<file path="src/rtl/pad_input_filter.sv">
// pad_input_filter: synchronises, debounces and edge-detects raw pad inputs
// ahead of pad_control. Each pin has a two-flop synchroniser, a tick-driven
// stability counter (or a bypass path), registered rise/fall pulses and a
// sticky event flag. The interrupt is the masked OR of the event flags.
module pad_input_filter #(
    parameter int N_PINS  = 32,
    parameter int CNT_W   = 8,
    parameter int PRESC_W = 16
) (
    input  logic               clk_i,
    input  logic               rst_i,
    input  logic [N_PINS-1:0]  pad_in_i,
    input  logic [N_PINS-1:0]  filt_en_i,
    input  logic [PRESC_W-1:0] presc_i,
    input  logic [CNT_W-1:0]   thresh_i,
    input  logic [N_PINS-1:0]  irq_mask_i,
    input  logic [N_PINS-1:0]  evt_clr_i,
    output logic [N_PINS-1:0]  filt_o,
    output logic [N_PINS-1:0]  rise_o,
    output logic [N_PINS-1:0]  fall_o,
    output logic [N_PINS-1:0]  evt_o,
    output logic               irq_o
);

    localparam logic [CNT_W-1:0]   CNT_ZERO   = {CNT_W{1'b0}};
    localparam logic [CNT_W-1:0]   CNT_ONE    = {{(CNT_W-1){1'b0}}, 1'b1};
    localparam logic [CNT_W:0]     CNT_ONE_X  = {{CNT_W{1'b0}}, 1'b1};
    localparam logic [PRESC_W-1:0] PC_ZERO    = {PRESC_W{1'b0}};
    localparam logic [PRESC_W-1:0] PC_ONE     = {{(PRESC_W-1){1'b0}}, 1'b1};
    localparam logic [N_PINS-1:0]  PINS_ZERO  = {N_PINS{1'b0}};

    logic [N_PINS-1:0]  s1_r;
    logic [N_PINS-1:0]  s2_r;
    logic [PRESC_W-1:0] pc_r;
    logic [PRESC_W-1:0] pc_next_s;
    logic               tick_s;
    logic [CNT_W-1:0]   thr_s;
    logic [CNT_W-1:0]   cnt_r      [N_PINS];
    logic [CNT_W-1:0]   cnt_next_s [N_PINS];
    logic [CNT_W:0]     cnt_inc_s  [N_PINS];
    logic [N_PINS-1:0]  filt_r;
    logic [N_PINS-1:0]  filt_next_s;
    logic [N_PINS-1:0]  rise_r;
    logic [N_PINS-1:0]  fall_r;
    logic [N_PINS-1:0]  evt_r;

    // Two-flop synchroniser for the asynchronous pad inputs.
    always_ff @(posedge clk_i) begin
        if (rst_i) begin
            s1_r <= PINS_ZERO;
            s2_r <= PINS_ZERO;
        end else begin
            s1_r <= pad_in_i;
            s2_r <= s1_r;
        end
    end

    // Prescaler tick; the >= compare makes a lowered presc_i fire at once.
    always_comb begin
        tick_s    = 1'b0;
        pc_next_s = pc_r;
        if (pc_r >= presc_i) begin
            tick_s    = 1'b1;
            pc_next_s = PC_ZERO;
        end else begin
            tick_s    = 1'b0;
            pc_next_s = pc_r + PC_ONE;
        end
    end

    // Prescaler counter register.
    always_ff @(posedge clk_i) begin
        if (rst_i) begin
            pc_r <= PC_ZERO;
        end else begin
            pc_r <= pc_next_s;
        end
    end

    // Effective threshold: a programmed zero behaves as one.
    always_comb begin
        thr_s = thresh_i;
        if (thresh_i == CNT_ZERO) begin
            thr_s = CNT_ONE;
        end else begin
            thr_s = thresh_i;
        end
    end

    // Per-pin debounce decision: bypass, count on mismatch, or restart on match.
    always_comb begin
        filt_next_s = filt_r;
        for (int k = 0; k < N_PINS; k++) begin
            cnt_next_s[k] = cnt_r[k];
            cnt_inc_s[k]  = {1'b0, cnt_r[k]} + CNT_ONE_X;
            if (!filt_en_i[k]) begin
                filt_next_s[k] = s2_r[k];
                cnt_next_s[k]  = CNT_ZERO;
            end else if (tick_s) begin
                if (s2_r[k] != filt_r[k]) begin
                    if (cnt_inc_s[k] >= {1'b0, thr_s}) begin
                        filt_next_s[k] = s2_r[k];
                        cnt_next_s[k]  = CNT_ZERO;
                    end else begin
                        cnt_next_s[k]  = cnt_inc_s[k][CNT_W-1:0];
                    end
                end else begin
                    cnt_next_s[k] = CNT_ZERO;
                end
            end else begin
                cnt_next_s[k]  = cnt_r[k];
                filt_next_s[k] = filt_r[k];
            end
        end
    end

    // Stability counters.
    always_ff @(posedge clk_i) begin
        for (int k = 0; k < N_PINS; k++) begin
            if (rst_i) begin
                cnt_r[k] <= CNT_ZERO;
            end else begin
                cnt_r[k] <= cnt_next_s[k];
            end
        end
    end

    // Filtered level plus edge pulses aligned with the level change.
    always_ff @(posedge clk_i) begin
        if (rst_i) begin
            filt_r <= PINS_ZERO;
            rise_r <= PINS_ZERO;
            fall_r <= PINS_ZERO;
        end else begin
            filt_r <= filt_next_s;
            rise_r <= filt_next_s & ~filt_r;
            fall_r <= ~filt_next_s & filt_r;
        end
    end

    // Sticky edge events; a new edge beats a simultaneous clear.
    always_ff @(posedge clk_i) begin
        if (rst_i) begin
            evt_r <= PINS_ZERO;
        end else begin
            evt_r <= (evt_r & ~evt_clr_i) | rise_r | fall_r;
        end
    end

    assign filt_o = filt_r;
    assign rise_o = rise_r;
    assign fall_o = fall_r;
    assign evt_o  = evt_r;
    assign irq_o  = |(evt_r & irq_mask_i);

endmodule

</file>
<file path="config.mk">
export PLATFORM = sky130hd
export DESIGN_NAME = pad_input_filter
export DESIGN_NICKNAME = d
export VERILOG_FILES = /design/src/rtl/pad_input_filter.sv
export SDC_FILE = /design/constraint.sdc
export NUM_CORES = 1
export LEC_CHECK = 0
export CORE_MARGIN = 2
export CORE_UTILIZATION = 58
export CTS_CLUSTER_SIZE = 12
export DETAILED_ROUTE_END_ITERATION = 8
export PLACE_DENSITY = 0.81
export SYNTH_ARGS = -nofsm -noshare
export SYNTH_HDL_FRONTEND = slang
export SYNTH_SLANG_ARGS = --single-unit
</file>
<file path="constraint.sdc">
create_clock -name clk_i -period 5.3 [get_ports clk_i]
set_clock_uncertainty 0.05 [all_clocks]
set_input_delay 1.06 -clock clk_i [delete_from_list [all_inputs] [get_ports clk_i]]
set_output_delay 1.06 -clock clk_i [all_outputs]
set_load 0.02 [all_outputs]
</file>
==> key figures, run 1 <==
Run status
  • Status: completed

Cells and area
  • Fin cells: 4254
  • Design Area, Final: 33450 um2
  • Area Growth Syn to Fin: 17.95%
  • Antenna cells: 0
  • Fillcell total: 3735
  • Share of cells above drive strength 1: 0.05507
  • Fin nets: 3991

Critical path
  • Worst Path Required: 4.19 ns
  • CP endpoint kind: output port
  • Type of the worst setup path: in -> out
  • Crit path max fanout: 1
  • Crit Reg-Reg Startpoint: cnt_r[0][32]
  • Crit Reg-Reg Endpoint: filt_o[4]
  • Flop2flop setup slack: 1.51 ns
  • Worst setup SP type: input pin
  • CP arrival: 3.17 ns
  • Worst R2R Path Depth: 11

Clocking
  • H-tree depth: 2
  • Clk slew on worst S/H paths: 0.06 ns
  • Clk root buf: clkbuf_16
  • Clk sink count: 464
  • CTS Buf Count: 51
  • Max Root-Sink Buffers: 3
  • Post-CTS Setup Repair Bufs: 0
  • Post-CTS Resized: 0
  • Clock latency on the worst-skew pair: 0.62 ns
  • CTS tree: done
  • Hold buffers post-CTS: 0

Pwr
  • Overall Power: 8028 uW
  • LEAKAGE: 0.01281 uW
  • Pwr dens: 240.0 nW/um2
  • Max VDD drop: 0.0002581 V

Floorplanning
  • Die area: 50680 um2
  • Core ar.: 48650 um2
  • Die X: 225.1 um
  • I/O pin count: 283
  • Die Y: 225.1 um
  • Starting density of the core: 0.5830
  • Site row count: 81

GRT
  • Largest net degree at the start of global routing: 121
  • Number of global-route vias before repair: 25890
  • First-pass GRT wire length: 132000 um
  • Grt ovf: 0
  • Initial antenna violation count: 2
  • Overall global routing resource usage: 0.3207

Synth
  • Most frequent cell after synthesis: dfxtp_1
  • Number of synthesized flops with an enable pin: 0
  • Leading post-synthesis cells by cell area: dfxtp_1 33%, ha_1 11%, nand3_1 5.0%, a21oi_1 4.6%, xnor2_1 4.4%
  • Syn nets: 3770
  • Syn Inst Count: 3374
  • Yosys top cell by area: dfxtp_1
  • Synth cell count leaders: 464 x dfxtp_1, 287 x nand2_1, 286 x nand3_1, 261 x a21oi_1, 242 x ha_1
  • Commonest register cell after synthesis: dfxtp_1
  • Mapped cell area: 28360 um2
  • Synth cell types: 84
  • Sequential area share after synthesis: 0.3275
  • Synth Warn #: 0
  • Avg Inst Size Synth: 8.406 um2
  • Yosys reg bits: 464
  • Asr flop ratio synth: 0
  • Yosys top cell area share: 0.3275

Route
  • DR top layer: met5
  • First DRT Iteration DRCs: 2177
  • Routed met3 length: 5339 um
  • WL met1: 33520 um
  • Final ANT Viol Nets: 0
  • Residual DRC: 0
  • WL/cell: 19.75 um
  • Routed met2 length: 39940 um
  • Total number of vias: 26840
  • Via/cell ratio: 6.309
  • Routed Wire Length: 84020 um
  • TritonRoute pass-1 iters: 6

Flow run
  • # Max-Cap Violations: 0

Timing
  • Final period utilization: 0.8069
  • Setup TNS: 0 ns
  • Fin. Hold Viols: 0
  • Fin worst setup slack: 1.023 ns
  • Slew @ Worst Pin: 1.206 ns
  • Max Fclk: 233.8 MHz
  • Max-slew headroom: 0.1886
  • RSZ-0062 raised after global routing: false
  • Max-slew violation count: 0
  • Minimum clock period: 4.277 ns
  • Setup violators final: 0

Place
  • Placed cell area: 31700 um2
  • GP Congestion: 0.9032
  • Dpl ws: 0.5949 ns
  • Hpwl dp: 57900 um
  • Number of port buffers: 282
  • Placed cells: 4164

Worst hold path
  • Hold path endpoint: s2_r[10]
  • Worst hold start: s1_r[10]
  • Hold depth: 1
  • HP Class: reg -> reg
==> cells in the final DEF, fill, tap and decap left out, types with 17 or more instances in the layout <==
| cell | netlist | final |
|---|---|---|
| nand4b_1 | 17 | 17 |
| nor3_1 | 52 | 52 |
| o21a_1 | 26 | 26 |
| xor2_1 | 60 | 60 |
| mux2i_1 | 33 | 33 |
| a211o_1 | 17 | 17 |
| or3_1 | 21 | 21 |
| xnor2_1 | 144 | 144 |
| o31ai_1 | 17 | 17 |
| nand3b_1 | 41 | 41 |
| a21o_1 | 33 | 33 |
| o211ai_1 | 34 | 34 |
| a31oi_1 | 55 | 55 |
| nand2b_1 | 174 | 174 |
| a22o_1 | 38 | 38 |
| buf_4 | 0 | 26 |
| a2111oi_0 | 21 | 21 |
| nor2b_1 | 105 | 105 |
| o22ai_1 | 23 | 23 |
| ha_1 | 242 | 242 |
| and3_1 | 39 | 39 |
| nand3_1 | 286 | 286 |
| o21ai_0 | 142 | 142 |
| a21oi_1 | 261 | 260 |
| clkbuf_16 | 0 | 51 |
| nor4b_1 | 60 | 60 |
| clkdlybuf4s50_1 | 0 | 279 |
| nor2_1 | 168 | 168 |
| nand4_1 | 24 | 24 |
| inv_1 | 67 | 65 |
| a211oi_1 | 41 | 41 |
| dfxtp_1 | 464 | 464 |
| nand2_1 | 287 | 286 |
==> metal layers <==
metal | track usage | up-vias
li1 | - | 12770
met1 | 0.3844 | 12810
met5 | 0 | -
met2 | 0.5473 | 972
met4 | 0.1859 | 4
met3 | 0.04746 | 284
==> worst max-delay path by stage <==
| stage | start | end | slack [ns] | cells after the start |
|---|---|---|---|---|
| after CTS | irq_mask_i[12] | irq_o | 1.05 | 6 |
| after detailed placement | presc_i[1] | filt_o[4] | 0.59 | 11 |
| after global routing | irq_mask_i[12] | irq_o | 0.94 | 6 |
| after floorplan | thresh_i[2] | cnt_r[0][106] | 0.64 | 15 |
| after global placement | presc_i[1] | filt_o[4] | 0.66 | 11 |
| final | irq_mask_i[12] | irq_o | 1.02 | 6 |
==> metrics by stage <==
step,hold slack [ns],util
detailed placement,0.3754,0.6516
floorplan,0.3638,-
finish,0.3859,0.6876
global placement,0.3668,0.6516
CTS,0.3887,0.6876
global route,0.4028,0.6876
==> kinds of logic (layout without fill, tap and decap cells) <==
kind of cell / Yosys count / after routing / share of synthesized area
xor gates and xnor gates: 206 / 206 / 0.06459
and+or+nand+nor: 1348 / 1348 / 0.2543
buffers and inverters: 214 / 472 / 0.03013
adders and majority gates: 256 / 256 / 0.1117
muxes: 54 / 54 / 0.02078
AOI/OAI and AO/OA: 832 / 832 / 0.1910
DFF: 464 / 464 / 0.3275
==> critical path, stage by stage <==
cell and delay (ns):
clkdlybuf4s50_1 0.41, a22o_1 0.24, a221oi_1 0.22, nand3_1 0.19, or4_1 0.49, clkdlybuf4s50_1 0.55
==> final cells by class <==
type	count	area, um2	share of cell area
Clock buffer	71	1471	0.04399
Clock inverter	19	281.5	0.008416
Inverter	68	255.2	0.007630
Multi-Input combinational cell	2696	18240	0.5454
Sequential cell	464	9289	0.2777
Tap cell	622	778.2	0.02327
Timing Repair Buffer	314	3132	0.09362
==> state kept, by name, indices dropped and copies added (netlist names) <==
register / flops
s1_r: 32
filt_o: 32
s2_r: 32
evt_o: 32
fall_o: 32
cnt_r: 256
pc_r: 16
rise_o: 32
==> report_power, final <==
part	switching [uW]	total [uW]	internal (uW)
Clock	1530	3760	2230
Sequential	35.8	3560	3530
Combinational	401	706	304
(Power assumes the default switching activity.)
==> inputs of run 2 (changes only) <==
Clock period 5.3 ns to 4.22 ns, I/O delays scaled along.
==> run 2 against run 1 <==
Count of clock-buffer cells in the layout did not move. Critical path depth unchanged. Clock power rose by 21%. Sequential share of layout area down 0.15 points. Combinational power grew 28%. First-iteration DRC count fell by 8.2%. Critical path type unchanged. Critical endpoint unchanged.
==> key figures, run 2 (synthesis gave the netlist of run 1 again) <==
Clocking
  • H-tree depth: 2
  • Post-CTS Setup Repair Bufs: 0
  • Clock latency on the worst-skew pair: 0.62 ns
  • Clk root buf: clkbuf_16
  • Clk sink count: 464
  • Post-CTS Resized: 0
  • CTS tree: done
  • Hold buffers post-CTS: 0
  • Clk slew on worst S/H paths: 0.06 ns
  • CTS Buf Count: 51
  • Max Root-Sink Buffers: 3

Floorplanning
  • Die Y: 225.1 um
  • Die area: 50680 um2
  • Core ar.: 48650 um2
  • Die X: 225.1 um
  • Starting density of the core: 0.5830
  • Site row count: 81
  • I/O pin count: 283

Place
  • Hpwl dp: 60440 um
  • Dpl ws: -0.02493 ns
  • GP Congestion: 0.8873
  • Number of port buffers: 282

Pwr
  • Max VDD drop: 0.0003752 V
  • LEAKAGE: 0.01292 uW
  • Pwr dens: 295.3 nW/um2

GRT
  • Overall global routing resource usage: 0.3293
  • Largest net degree at the start of global routing: 187
  • Met1 usage in global routing: 0.3910
  • Initial antenna violation count: 0
  • GRT busiest layer: met2
  • First-pass GRT wire length: 134900 um
  • Grt ovf: 0
  • Met3 usage in global routing: 0.04654
  • Met2 usage: 0.5538
  • Number of global-route vias before repair: 26610

Cells and area
  • Commonest non-fill, non-tap cell in the layout: dfxtp_1
  • Fin nets: 4017
  • Area Growth Syn to Fin: 18.59%
  • Commonest non-fill, non-tap cells in the layout: 464 x dfxtp_1, 286 x nand3_1, 286 x nand2_1
  • Share of cells above drive strength 1: 0.05995
  • Reg with most FFs: cnt_r
  • Max reg flops: 256

Flow run
  • # Max-Cap Violations: 0

Critical path
  • CP max stage delay: 0.55 ns
  • Slowest CP cell: clkdlybuf4s50_1
  • Crit-path most repeated cell: clkdlybuf4s50_1
  • Crit-path cells: clkdlybuf4s50_1 -> a22o_1 -> a221oi_1 -> nand3_1 -> or4_1 -> clkdlybuf4s50_1
  • Type of the worst setup path: in -> out
  • CP endpoint kind: output port
  • Crit path max fanout: 1
  • CP arrival: 3.01 ns
  • Worst Path Required: 3.33 ns
  • Worst setup SP type: input pin

Timing
  • Slew @ Worst Pin: 0.8800 ns
  • Fin. Hold Viols: 0
  • Fin worst setup slack: 0.3174 ns
  • Final period utilization: 0.9248
  • Setup violators final: 0
  • Max-slew violation count: 0
  • Setup TNS: 0 ns
  • Minimum clock period: 3.903 ns
  • RSZ-0062 raised after global routing: false
  • Max Fclk: 256.2 MHz
  • Max-slew headroom: 0.4127

Route
  • First DRT Iteration DRCs: 1998
  • Total number of vias: 27120
  • Final ANT Viol Nets: 0
  • Via/cell ratio: 6.343
  • Residual DRC: 0
  • Routed Wire Length: 85810 um
  • TritonRoute pass-1 iters: 6
  • WL/cell: 20.07 um

Worst hold path
  • HP Class: reg -> reg

Run status
  • Status: completed
[run 2: changes by cell type in the layout (fill, tap and decap cells not counted), moves of 2 or more]
cell / before / now
buf_12: 6 / 11
clkinv_2: 9 / 7
clkinv_1: 3 / 1
clkbuf_8: 13 / 10
inv_1: 65 / 67
bufinv_16: 6 / 4
clkbuf_1: 8 / 10
buf_4: 26 / 47
[run 2: path summary, 6_finish.rpt]
check | startpoint | end | slack (ns) | cells after the start
max | irq_mask_i[16] | irq_o | 0.32 | 6
min | s1_r[0] | s2_r[0] | 0.39 | 1
max reg2reg | cnt_r[0][32] | cnt_r[0][32] | 0.81 | 12
min reg2reg | s1_r[0] | s2_r[0] | 0.39 | 1
[run 2: routing by layer]
metal / wire [um] / up-vias
met5: 0 / -
met4: 5868 / 0
met3: 5811 / 303
met2: 40730 / 1082
met1: 33400 / 12890
li1: - / 12850
[run 2: worst max-delay path, delay by kind of cell]
kind | cells | cell delay (ns)
AND/OR/NAND/NOR | 2 | 0.65
buffers and inverters | 2 | 0.96
AO/OA/AOI/OAI | 2 | 0.56
[run 2: per-stage QoR]
step	power (uW)	cell area, um2	instances	util	hold WS [ns]
finish	9932	33630	4276	0.6914	0.3881
global route	10230	33630	4275	0.6913	0.4064
CTS	9972	33630	4275	0.6913	0.3916
detailed placement	5461	31960	4190	0.6569	0.3764
global placement	5432	31960	4190	0.6569	0.3651
floorplan	5043	28360	3374	-	0.3638
[run 2: power by group]
| group | internal, uW | total [uW] | switching [uW] |
|---|---|---|---|
| Combinational | 397 | 907 | 510 |
| Sequential | 4430 | 4480 | 46.7 |
| Clock | 2650 | 4550 | 1890 |
[run 2: final cells by class]
class                      instances  area [um2]
fill                            3810       15010
clock inverter                    14       212.7
inverter                          68       255.2
tap                              622       778.2
clock buffer                      71        1463
timing repair buffer             340        3390
sequential                       464        9289
antenna                            1       2.502
multi-input combinational       2696       18240
==> inputs of run 3 (changes only) <==
Settings changed: SLEW_MARGIN set to 15.
Clock period 4.22 ns to 4.4 ns, I/O delays scaled along.
==> run 3 against run 2 <==
Wire length is 0.13% higher. Highest routed layer is now met5. Clock power fell by 6.4%. Sequential share of layout area about the same. Critical endpoint unchanged. Combinational power is 4.1% lower. Core utilization fell by 0.11 points. Design area is 0.16% lower. Via count is 0.65% lower. Count of clock-buffer cells in the layout is 6 higher.
==> key figures, run 3 (synthesis gave the netlist of run 1 again) <==
Run status
  • Status: completed

Clocking
  • Clk sink count: 464
  • Clk root buf: clkbuf_16
  • Post-CTS Resized: 0
  • Clk slew on worst S/H paths: 0.06 ns
  • Max Root-Sink Buffers: 3
  • CTS Buf Count: 51
  • H-tree depth: 2
  • CTS tree: done
  • Hold buffers post-CTS: 0
  • Clock latency on the worst-skew pair: 0.60 ns
  • Post-CTS Setup Repair Bufs: 0

Critical path
  • Worst R2R Path Depth: 12
  • Type of the worst setup path: in -> out
  • Crit path max fanout: 1
  • CP endpoint kind: output port
  • Worst setup SP type: input pin
  • Crit Reg-Reg Startpoint: cnt_r[0][32]
  • Crit Reg-Reg Endpoint: cnt_r[0][32]
  • Flop2flop setup slack: 0.80 ns
  • CP arrival: 2.97 ns
  • Worst Path Required: 3.47 ns

Cells and area
  • Max reg flops: 256
  • Fin nets: 4019
  • Commonest non-fill, non-tap cell in the layout: dfxtp_1
  • Area Growth Syn to Fin: 18.41%
  • Commonest non-fill, non-tap cells in the layout: 464 x dfxtp_1, 286 x nand3_1, 286 x nand2_1
  • Reg with most FFs: cnt_r
  • Share of cells above drive strength 1: 0.06061
  • Fin cells: 4286

Pwr
  • Switching share of power: 0.2449
  • Register share of total power: 0.456
  • Psw: 2308 uW
  • Comb power frac: 0.092
  • Cell Int Power: 7117 uW
  • Pwr dens: 280.7 nW/um2
  • Max VDD drop: 0.0003528 V
  • LEAKAGE: 0.01291 uW
  • Clock power frac: 0.452

Timing
  • Final period utilization: 0.8853
  • Minimum clock period: 3.895 ns
  • Fin. Hold Viols: 0
  • Max-slew violation count: 0
  • Max-slew headroom: 0.4586
  • Setup violators final: 0
  • Slew @ Worst Pin: 0.8104 ns
  • Setup TNS: 0 ns
  • RSZ-0062 raised after global routing: false
  • Max Fclk: 256.7 MHz

Route
  • Final ANT Viol Nets: 0
  • TritonRoute pass-1 iters: 6
  • Via/cell ratio: 6.287
  • Total number of vias: 26950
  • Residual DRC: 0
  • WL/cell: 20.05 um
  • First DRT Iteration DRCs: 2033
  • Routed Wire Length: 85920 um

GRT
  • Grt ovf: 0
  • Overall global routing resource usage: 0.3272
  • Largest net degree at the start of global routing: 89
  • Initial antenna violation count: 3
  • First-pass GRT wire length: 133900 um
  • Number of global-route vias before repair: 25750

Place
  • Number of port buffers: 282
  • Placed cells: 4192
  • GP Congestion: 0.9477
  • Hpwl dp: 60990 um

Floorplanning
  • Die area: 50680 um2
  • Core ar.: 48650 um2
  • Site row count: 81
  • Die X: 225.1 um
  • Die Y: 225.1 um
  • I/O pin count: 283
  • Starting density of the core: 0.5830

Worst hold path
  • HP Class: reg -> reg
  • Hold depth: 1
  • Worst hold start: s1_r[25]
  • Hold path endpoint: s2_r[25]

Flow run
  • # Max-Cap Violations: 0
## run 3: power groups by stage
stage / registers, uW / clock network [uW] / logic [uW]
2_1_floorplan: 4400 / 0 / 441
3_3_place_gp: 4380 / 0 / 827
3_5_place_dp: 4390 / 0 / 850
4_1_cts: 4290 / 4300 / 857
5_1_grt: 4300 / 4480 / 930
6_report: 4300 / 4260 / 870
## run 3: routing by layer
metal	global-route usage	vias to the layer above	routed length (um)
met5	0	-	23
met4	0.2153	4	6013
met3	0.05098	318	5797
met2	0.5444	1082	40360
met1	0.3924	12710	33720
li1	-	12840	-
## run 3: how the worst max path moves through the flow
stage,startpoint,to,slack [ns]
finish,irq_mask_i[16],irq_o,0.50
global route,irq_mask_i[12],irq_o,0.42
CTS,irq_mask_i[16],irq_o,0.52
detailed placement,presc_i[1],filt_o[19],0.09
global placement,presc_i[1],filt_o[19],0.16
floorplan,thresh_i[2],cnt_r[0][106],0.21
## run 3: cell type report
class,instances,area [um2]
Antenna cell,1,2.502
Clock buffer,77,1475
Clock inverter,16,170.2
Fill cell,3794,15070
Inverter,68,255.2
Multi-Input combinational cell,2696,18240
Sequential cell,464,9289
Tap cell,622,778.2
Timing Repair Buffer,342,3367
## run 3: through the flow
step | power (uW) | hold WS, ns | utilization | worst slack, ns | cell area, um2
2_1_floorplan | 4836 | 0.3638 | - | 0.2144 | 28360
3_3_place_gp | 5210 | 0.3687 | 0.6564 | 0.1563 | 31930
3_5_place_dp | 5236 | 0.3720 | 0.6564 | 0.09386 | 31930
4_1_cts | 9452 | 0.3861 | 0.6903 | 0.5177 | 33580
5_1_grt | 9708 | 0.4030 | 0.6903 | 0.4213 | 33580
6_report | 9426 | 0.3826 | 0.6903 | 0.5045 | 33580
## run 3: critical path: stages
cell             delay (ns)
clkdlybuf4s50_1        0.41
a22o_1                 0.27
a221oi_1               0.24
nand3_1                0.11
or4_1                  0.51
clkdlybuf4s50_1        0.55
